File: src/rtl/sap_control_sequencer_if.sv
// Opcode/run inputs and control/ring/halt outputs of the SAP sequencer.
// master drives RUN/OPCODE; slave is the sequencer itself.
interface sap_control_sequencer_if #(
  parameter int OPCODE_WIDTH = 4,
  parameter int T_STATES     = 6
);
  logic                    RUN;
  logic [OPCODE_WIDTH-1:0] OPCODE;
  logic [11:0]             CONTROL;
  logic [T_STATES-1:0]     RING;
  logic                    HALTED;

  modport master (
    output RUN, OPCODE,
    input  CONTROL, RING, HALTED
  );

  modport slave (
    input  RUN, OPCODE,
    output CONTROL, RING, HALTED
  );
endinterface

File: src/rtl/sap_control_sequencer.sv
// SAP-1 control sequencer: T-state ring, HLT, RUN gate, Moore control decode.
// Define SAP_SEQ_VARIABLE_CYCLE_EN to wrap the ring after each op's last state.
module sap_control_sequencer #(
  parameter int OPCODE_WIDTH = 4,
  parameter int T_STATES     = 6
) (
  input  logic CLK,
  input  logic CLR,
  sap_control_sequencer_if.slave bus
);

  localparam logic [T_STATES-1:0] RING_T1  = T_STATES'(1);
  localparam logic [T_STATES-1:0] RING_ALL = '1;

  localparam logic [OPCODE_WIDTH-1:0] OP_LDA = OPCODE_WIDTH'(4'h0);
  localparam logic [OPCODE_WIDTH-1:0] OP_ADD = OPCODE_WIDTH'(4'h1);
  localparam logic [OPCODE_WIDTH-1:0] OP_SUB = OPCODE_WIDTH'(4'h2);
  localparam logic [OPCODE_WIDTH-1:0] OP_OUT = OPCODE_WIDTH'(4'hE);
  localparam logic [OPCODE_WIDTH-1:0] OP_HLT = OPCODE_WIDTH'(4'hF);

  localparam logic [11:0] W_IDLE    = 12'h3E3;
  localparam logic [11:0] W_T1      = 12'h5E3;
  localparam logic [11:0] W_T2      = 12'hBE3;
  localparam logic [11:0] W_T3      = 12'h263;
  localparam logic [11:0] W_IR_MAR  = 12'h1A3;
  localparam logic [11:0] W_RAM_A   = 12'h2C3;
  localparam logic [11:0] W_RAM_B   = 12'h2E1;
  localparam logic [11:0] W_ADD_A   = 12'h3C7;
  localparam logic [11:0] W_SUB_A   = 12'h3CF;
  localparam logic [11:0] W_A_OUT   = 12'h3F2;

  logic [T_STATES-1:0] ring;
  logic                halted;
  logic [11:0]         control;
  logic [T_STATES-1:0] wrap_mask;
  logic                is_lda;
  logic                is_add;
  logic                is_sub;
  logic                is_out;
  logic                is_hlt;
  logic                ring_ok;
  logic                at_last;
  logic                do_halt;

  assign is_lda = bus.OPCODE == OP_LDA;
  assign is_add = bus.OPCODE == OP_ADD;
  assign is_sub = bus.OPCODE == OP_SUB;
  assign is_out = bus.OPCODE == OP_OUT;
  assign is_hlt = bus.OPCODE == OP_HLT;

  assign ring_ok = (ring != '0) &&
                   ((ring & (ring - RING_T1)) == '0);
  assign do_halt = ring[3] && is_hlt;

`ifdef SAP_SEQ_VARIABLE_CYCLE_EN
  logic is_nop;

  assign is_nop = !(is_lda || is_add || is_sub ||
                    is_out || is_hlt);

  // Mask covers the op's last state and everything after it, so an
  // opcode change mid-cycle still wraps instead of running on.
  always_comb begin
    wrap_mask = RING_ALL << 5;
    unique case (1'b1)
      is_nop:  wrap_mask = RING_ALL << 2;
      is_out:  wrap_mask = RING_ALL << 3;
      is_lda:  wrap_mask = RING_ALL << 4;
      default: wrap_mask = RING_ALL << 5;
    endcase
  end
`else
  assign wrap_mask = RING_T1 << (T_STATES - 1);
`endif

  assign at_last = (ring & wrap_mask) != '0;

  always_ff @(posedge CLK) begin
    if (CLR) begin
      ring   <= RING_T1;
      halted <= 1'b0;
    end else if (bus.RUN && !halted) begin
      if (do_halt) begin
        ring   <= '0;
        halted <= 1'b1;
      end else if (!ring_ok || at_last) begin
        ring <= RING_T1;
      end else begin
        ring <= ring << 1;
      end
    end
  end

  always_comb begin
    control = W_IDLE;
    if (!halted) begin
      unique case (1'b1)
        ring[0]: control = W_T1;
        ring[1]: control = W_T2;
        ring[2]: control = W_T3;
        ring[3]: begin
          if (is_lda || is_add || is_sub)
            control = W_IR_MAR;
          else if (is_out)
            control = W_A_OUT;
        end
        ring[4]: begin
          if (is_lda)
            control = W_RAM_A;
          else if (is_add || is_sub)
            control = W_RAM_B;
        end
        ring[5]: begin
          if (is_add)
            control = W_ADD_A;
          else if (is_sub)
            control = W_SUB_A;
        end
        default: control = W_IDLE;
      endcase
    end
  end

  assign bus.CONTROL = control;
  assign bus.RING    = ring;
  assign bus.HALTED  = halted;

endmodule

File: src/flat_wrapper.sv
// flat-port wrapper written by rule: the top's interface ports become plain ports
module sap_control_sequencer_flat 
#(
  parameter int OPCODE_WIDTH = 4,
  parameter int T_STATES     = 6
)
  (CLK, CLR, bus_RUN, bus_OPCODE, bus_CONTROL, bus_RING, bus_HALTED);
  sap_control_sequencer_if #(.OPCODE_WIDTH(OPCODE_WIDTH), .T_STATES(T_STATES)) bus_i ();
  input  logic CLK;
  input  logic CLR;
  input wire logic [$bits(bus_i.RUN)-1:0] bus_RUN;
  input wire logic [$bits(bus_i.OPCODE)-1:0] bus_OPCODE;
  output wire logic [$bits(bus_i.CONTROL)-1:0] bus_CONTROL;
  output wire logic [$bits(bus_i.RING)-1:0] bus_RING;
  output wire logic [$bits(bus_i.HALTED)-1:0] bus_HALTED;
  assign bus_i.RUN = bus_RUN;
  assign bus_i.OPCODE = bus_OPCODE;
  assign bus_CONTROL = bus_i.CONTROL;
  assign bus_RING = bus_i.RING;
  assign bus_HALTED = bus_i.HALTED;
  sap_control_sequencer #(.OPCODE_WIDTH(OPCODE_WIDTH), .T_STATES(T_STATES)) u_core (.CLK(CLK), .CLR(CLR), .bus(bus_i));
endmodule
File: config.mk
export PLATFORM = sky130hd
export DESIGN_NAME = sap_control_sequencer_flat
export DESIGN_NICKNAME = d
export VERILOG_FILES = /design/src/rtl/sap_control_sequencer_if.sv /design/src/rtl/sap_control_sequencer.sv /design/src/flat_wrapper.sv
export SDC_FILE = /design/constraint.sdc
export NUM_CORES = 1
export LEC_CHECK = 0
export CAP_MARGIN = 20
export CORE_UTILIZATION = 36
export DETAILED_ROUTE_END_ITERATION = 10
export PLACE_DENSITY_LB_ADDON = 0.15
export SKIP_LAST_GASP = 1
export SYNTH_ARGS = -nofsm -noshare
export SYNTH_HDL_FRONTEND = slang
export SYNTH_SLANG_ARGS = --single-unit
export TNS_END_PERCENT = 10
File: constraint.sdc
create_clock -name CLK -period 2.53 [get_ports CLK]
set_input_delay 0.759 -clock CLK [delete_from_list [all_inputs] [get_ports CLK]]
set_output_delay 0.759 -clock CLK [all_outputs]
set_load 0.02 [all_outputs]
==> impl_summary.md <==
Clocking
No sink is reached through more buffers than the 2 on the longest clock path. TritonCTS built the clock tree. The hold buffer count at CTS is 0. The clock reaches the later pin of the worst-skew pair after 0.25 ns. The CTS buffer count is 3.

The clock-pin slew reported for the worst setup and hold paths after clock tree synthesis is 0.05 ns. The number of H-tree levels is 1. The cell sitting at the root of the clock tree is a clkbuf_4.

The total number of clock tree sinks is 7.

Run
The number of violations of the max-capacitance limit is 0.

Worst hold path
The kind of path behind the tightest hold check is reg -> reg.

Drt
The via count is 752. Dividing the detail-routed wire length by the instance count gives 13.3 um. The DRC marker count from the first detailed-route iteration is 19. The length of the first detailed-routing pass in iterations is 4.

The residual antenna-violating net count after detailed routing is 0. The detail-routed via count per cell is 5.57. The total wirelength of the detailed-routed design is 1800 um.

For this run, design rule violations remaining after detail routing come to 0.

Timing
The remaining max-slew budget at the tightest pin is 0.780. Setup repair after global routing could not meet its margin everywhere. The clock skew after layout is 0.00225 ns. The number of hold violations in the final report is 0. Across all setup checks in the final design, the least slack found is -0.0104 ns. For the final routed database, the setup TNS stands at -0.0104 ns. The count of endpoints failing setup in the final report is 1. At the pin with the least slew margin, the transition time is 0.327 ns. Of the available clock period, the critical path in the final layout requires 1.00. The upper clock frequency limit is 394 MHz.

The worst path in the final design needs a cycle of 2.54 ns, including I/O delays and setup. The number of pins exceeding their max-slew limit in the final report is 0.

Global route
The number of antenna violations at the first check in global routing is 0. The number of global-route vias before repair is 646. The pin count of the biggest net entering global routing is 9. Global routing finished with a remaining overflow of 0. The wire length of the first global-routing pass is 2820 um. Across every metal layer, demand over resource in global routing totals 0.206.

Synthesis
The library cell occupying the most area in the post-synthesis netlist is dfxtp_1. After synthesis, the cell types taking the most area are dfxtp_1, nor2_1, nor2b_1. Among all flip-flop cells after synthesis, the most frequent one is dfxtp_1. Summing every instance area after synthesis gives 611 um^2. Synthesis produced 81 cells. After synthesis the netlist holds a flip-flop and latch count of 7.

The share of the yosys chip area belonging to registers is 0.230. The fraction of synthesis flops using an asynchronous set or reset pin is 0. The share of synthesized area in the top cell type comes to 0.230. By count the netlist is led by nor2_1, dfxtp_1, nand2_1, nor2b_1, nor3_1.

Counting flops with a built-in enable in the synthesized netlist gives 0. The number of warnings printed during yosys synthesis is 0. By instance count, the leading cell after synthesis is nor2_1.

The count of cell types in the netlist is 35. The number of nets in the synthesized netlist is 88. Each instance of the synthesized netlist takes up on average 7.54 um^2.

Placed design
The number of port buffers is 25. The weighted congestion reported at the end of routability-driven placement is 0.863. The half-perimeter wire length of the detailed placement result is 1300 um. Prior to clock tree synthesis, the placed netlist has a worst setup slack of -0.748 ns.

The number of cells in the design after placement is 130.

Critical path
The type of element capturing the critical path is a primary output. Walking the worst path, the cells encountered are buf_2 > nor2_4 > a31oi_4 > or4b_4 > buf_6. The worst stage delay on the critical path is 0.49 ns. The internal reg-to-reg setup slack is 1.08 ns. The slowest library cell on the worst path is or4b_4. The worst path required time is 1.77 ns. The start-to-end type of the worst setup path is in -> out. The worst setup path is launched from an input pin. The arrival time reported for the critical path endpoint is 1.78 ns. The top fanout value on the critical path is 4.

Finish
The area occupied by registers is 140 um^2. The non-filler instance count after layout is 135. The relative area change from synthesis to final layout is 61.1%.

Fill cells in the final layout number 140. Summing all multi-input logic gate instances after layout gives 455 um^2. The net count of the finished layout is 127. The number of antenna diodes in the final layout is 0. In the final layout, the share of cells above drive strength 1 is 0.319.

Floorplan
The core area is 0.00154 mm^2. Row generation in the floorplan step produced 14 rows. The effective utilization at floorplan is 0.396.

The y dimension of the die is 43.2 um. The die boundary width is 43.2 um. The die outline area is 0.00186 mm^2. Pin placement for this block handled 26 I/O pins.

Outcome
The final reports fail on negative setup slack. The flow ran to the end, but the final reports show violations.

Pwr
For this design the static power due to leakage is 0.382 nW. Power spread over the standard cell area amounts to 387 mW/mm^2. IR analysis of the VDD net gives a maximum drop of 0.248 mV.
-- critical path: cells and delay by family --
kind                   cells  cell delay (ns)
and+or+nand+nor            2             0.64
buffers and inverters      2             0.27
AOI/OAI and AO/OA          1             0.10
-- metrics by stage --
step | power, mW | instance area (um^2) | utilization | hold WS, ns
floorplan | 0.209 | 611 | - | 0.685
global placement | 0.267 | 958 | 0.622 | 0.569
detailed placement | 0.267 | 958 | 0.622 | 0.582
CTS | 0.375 | 965 | 0.626 | 0.593
global route | 0.400 | 983 | 0.638 | 0.625
finish | 0.380 | 983 | 0.638 | 0.587
-- state kept, by name (all words and copies together) (netlist names) --
signal,cells
u_core.bus.HALTED,1
u_core.bus.RING,6
-- layout by cell type, fill, tap and decap left out, types with 2 or more instances in the layout --
master / netlist / final
buf_4: 3 / 15
clkdlybuf4s50_1: 0 / 11
nor2_1: 11 / 10
buf_2: 2 / 7
dfxtp_1: 7 / 7
nor2b_1: 6 / 6
nor3_1: 6 / 6
nand2_1: 6 / 5
dlygate4sd2_1: 0 / 5
nand3_1: 4 / 4
nand2b_1: 3 / 3
o21ai_1: 3 / 3
clkbuf_4: 0 / 3
xor2_1: 2 / 2
and2_1: 2 / 2
nand4_1: 2 / 2
a21oi_1: 2 / 2
a32oi_1: 2 / 2
-- power by group --
group	internal [mW]	total, mW	switching (mW)
logic	0.0758	0.153	0.0775
clock network	0.0604	0.105	0.0443
registers	0.116	0.122	0.00659
-- worst paths after layout --
check | from | endpoint | depth (start not counted)
setup / recovery | bus_OPCODE[3] | bus_CONTROL[9] | 5
hold / removal | u_core.bus.HALTED | u_core.bus.HALTED | 2
setup reg to reg | u_core.bus.RING[3] | u_core.bus.RING[4] | 5
hold reg to reg | u_core.bus.HALTED | u_core.bus.HALTED | 2
-- repair_timing --
item | 4_1_cts | 5_1_grt
gates resized for setup | 44 | 5
buffers inserted | 1 | 0
hold endpoints to repair | 0 | 0
endpoints found under the setup margin | 10 | 4
pin swaps | 3 | 2
-- layout make-up --
| type | instances | share of cell area |
|---|---|---|
| Clock buffer | 4 | 0.0267 |
| Inverter | 1 | 0.00382 |
| Multi-Input combinational cell | 66 | 0.463 |
| Sequential cell | 7 | 0.142 |
| Tap cell | 16 | 0.0204 |
| Timing Repair Buffer | 41 | 0.344 |
-- metal layers --
metal,wire length [um],share of wire,track usage
met5,0,0,0
met4,34,0.019,0.0667
met3,117,0.065,0.0766
met2,848,0.47,0.334
met1,801,0.44,0.247
-- logic make-up (layout without fill, tap and decap cells) --
family	count (synthesis)	in the layout	synth area share
AO/OA/AOI/OAI	16	16	0.201
XOR/XNOR	2	2	0.0287
AND/OR/NAND/NOR	48	48	0.457
buffers and inverters	8	46	0.0840
flip-flops	7	7	0.230
Note: power is estimated with default switching activity, not from simulation.
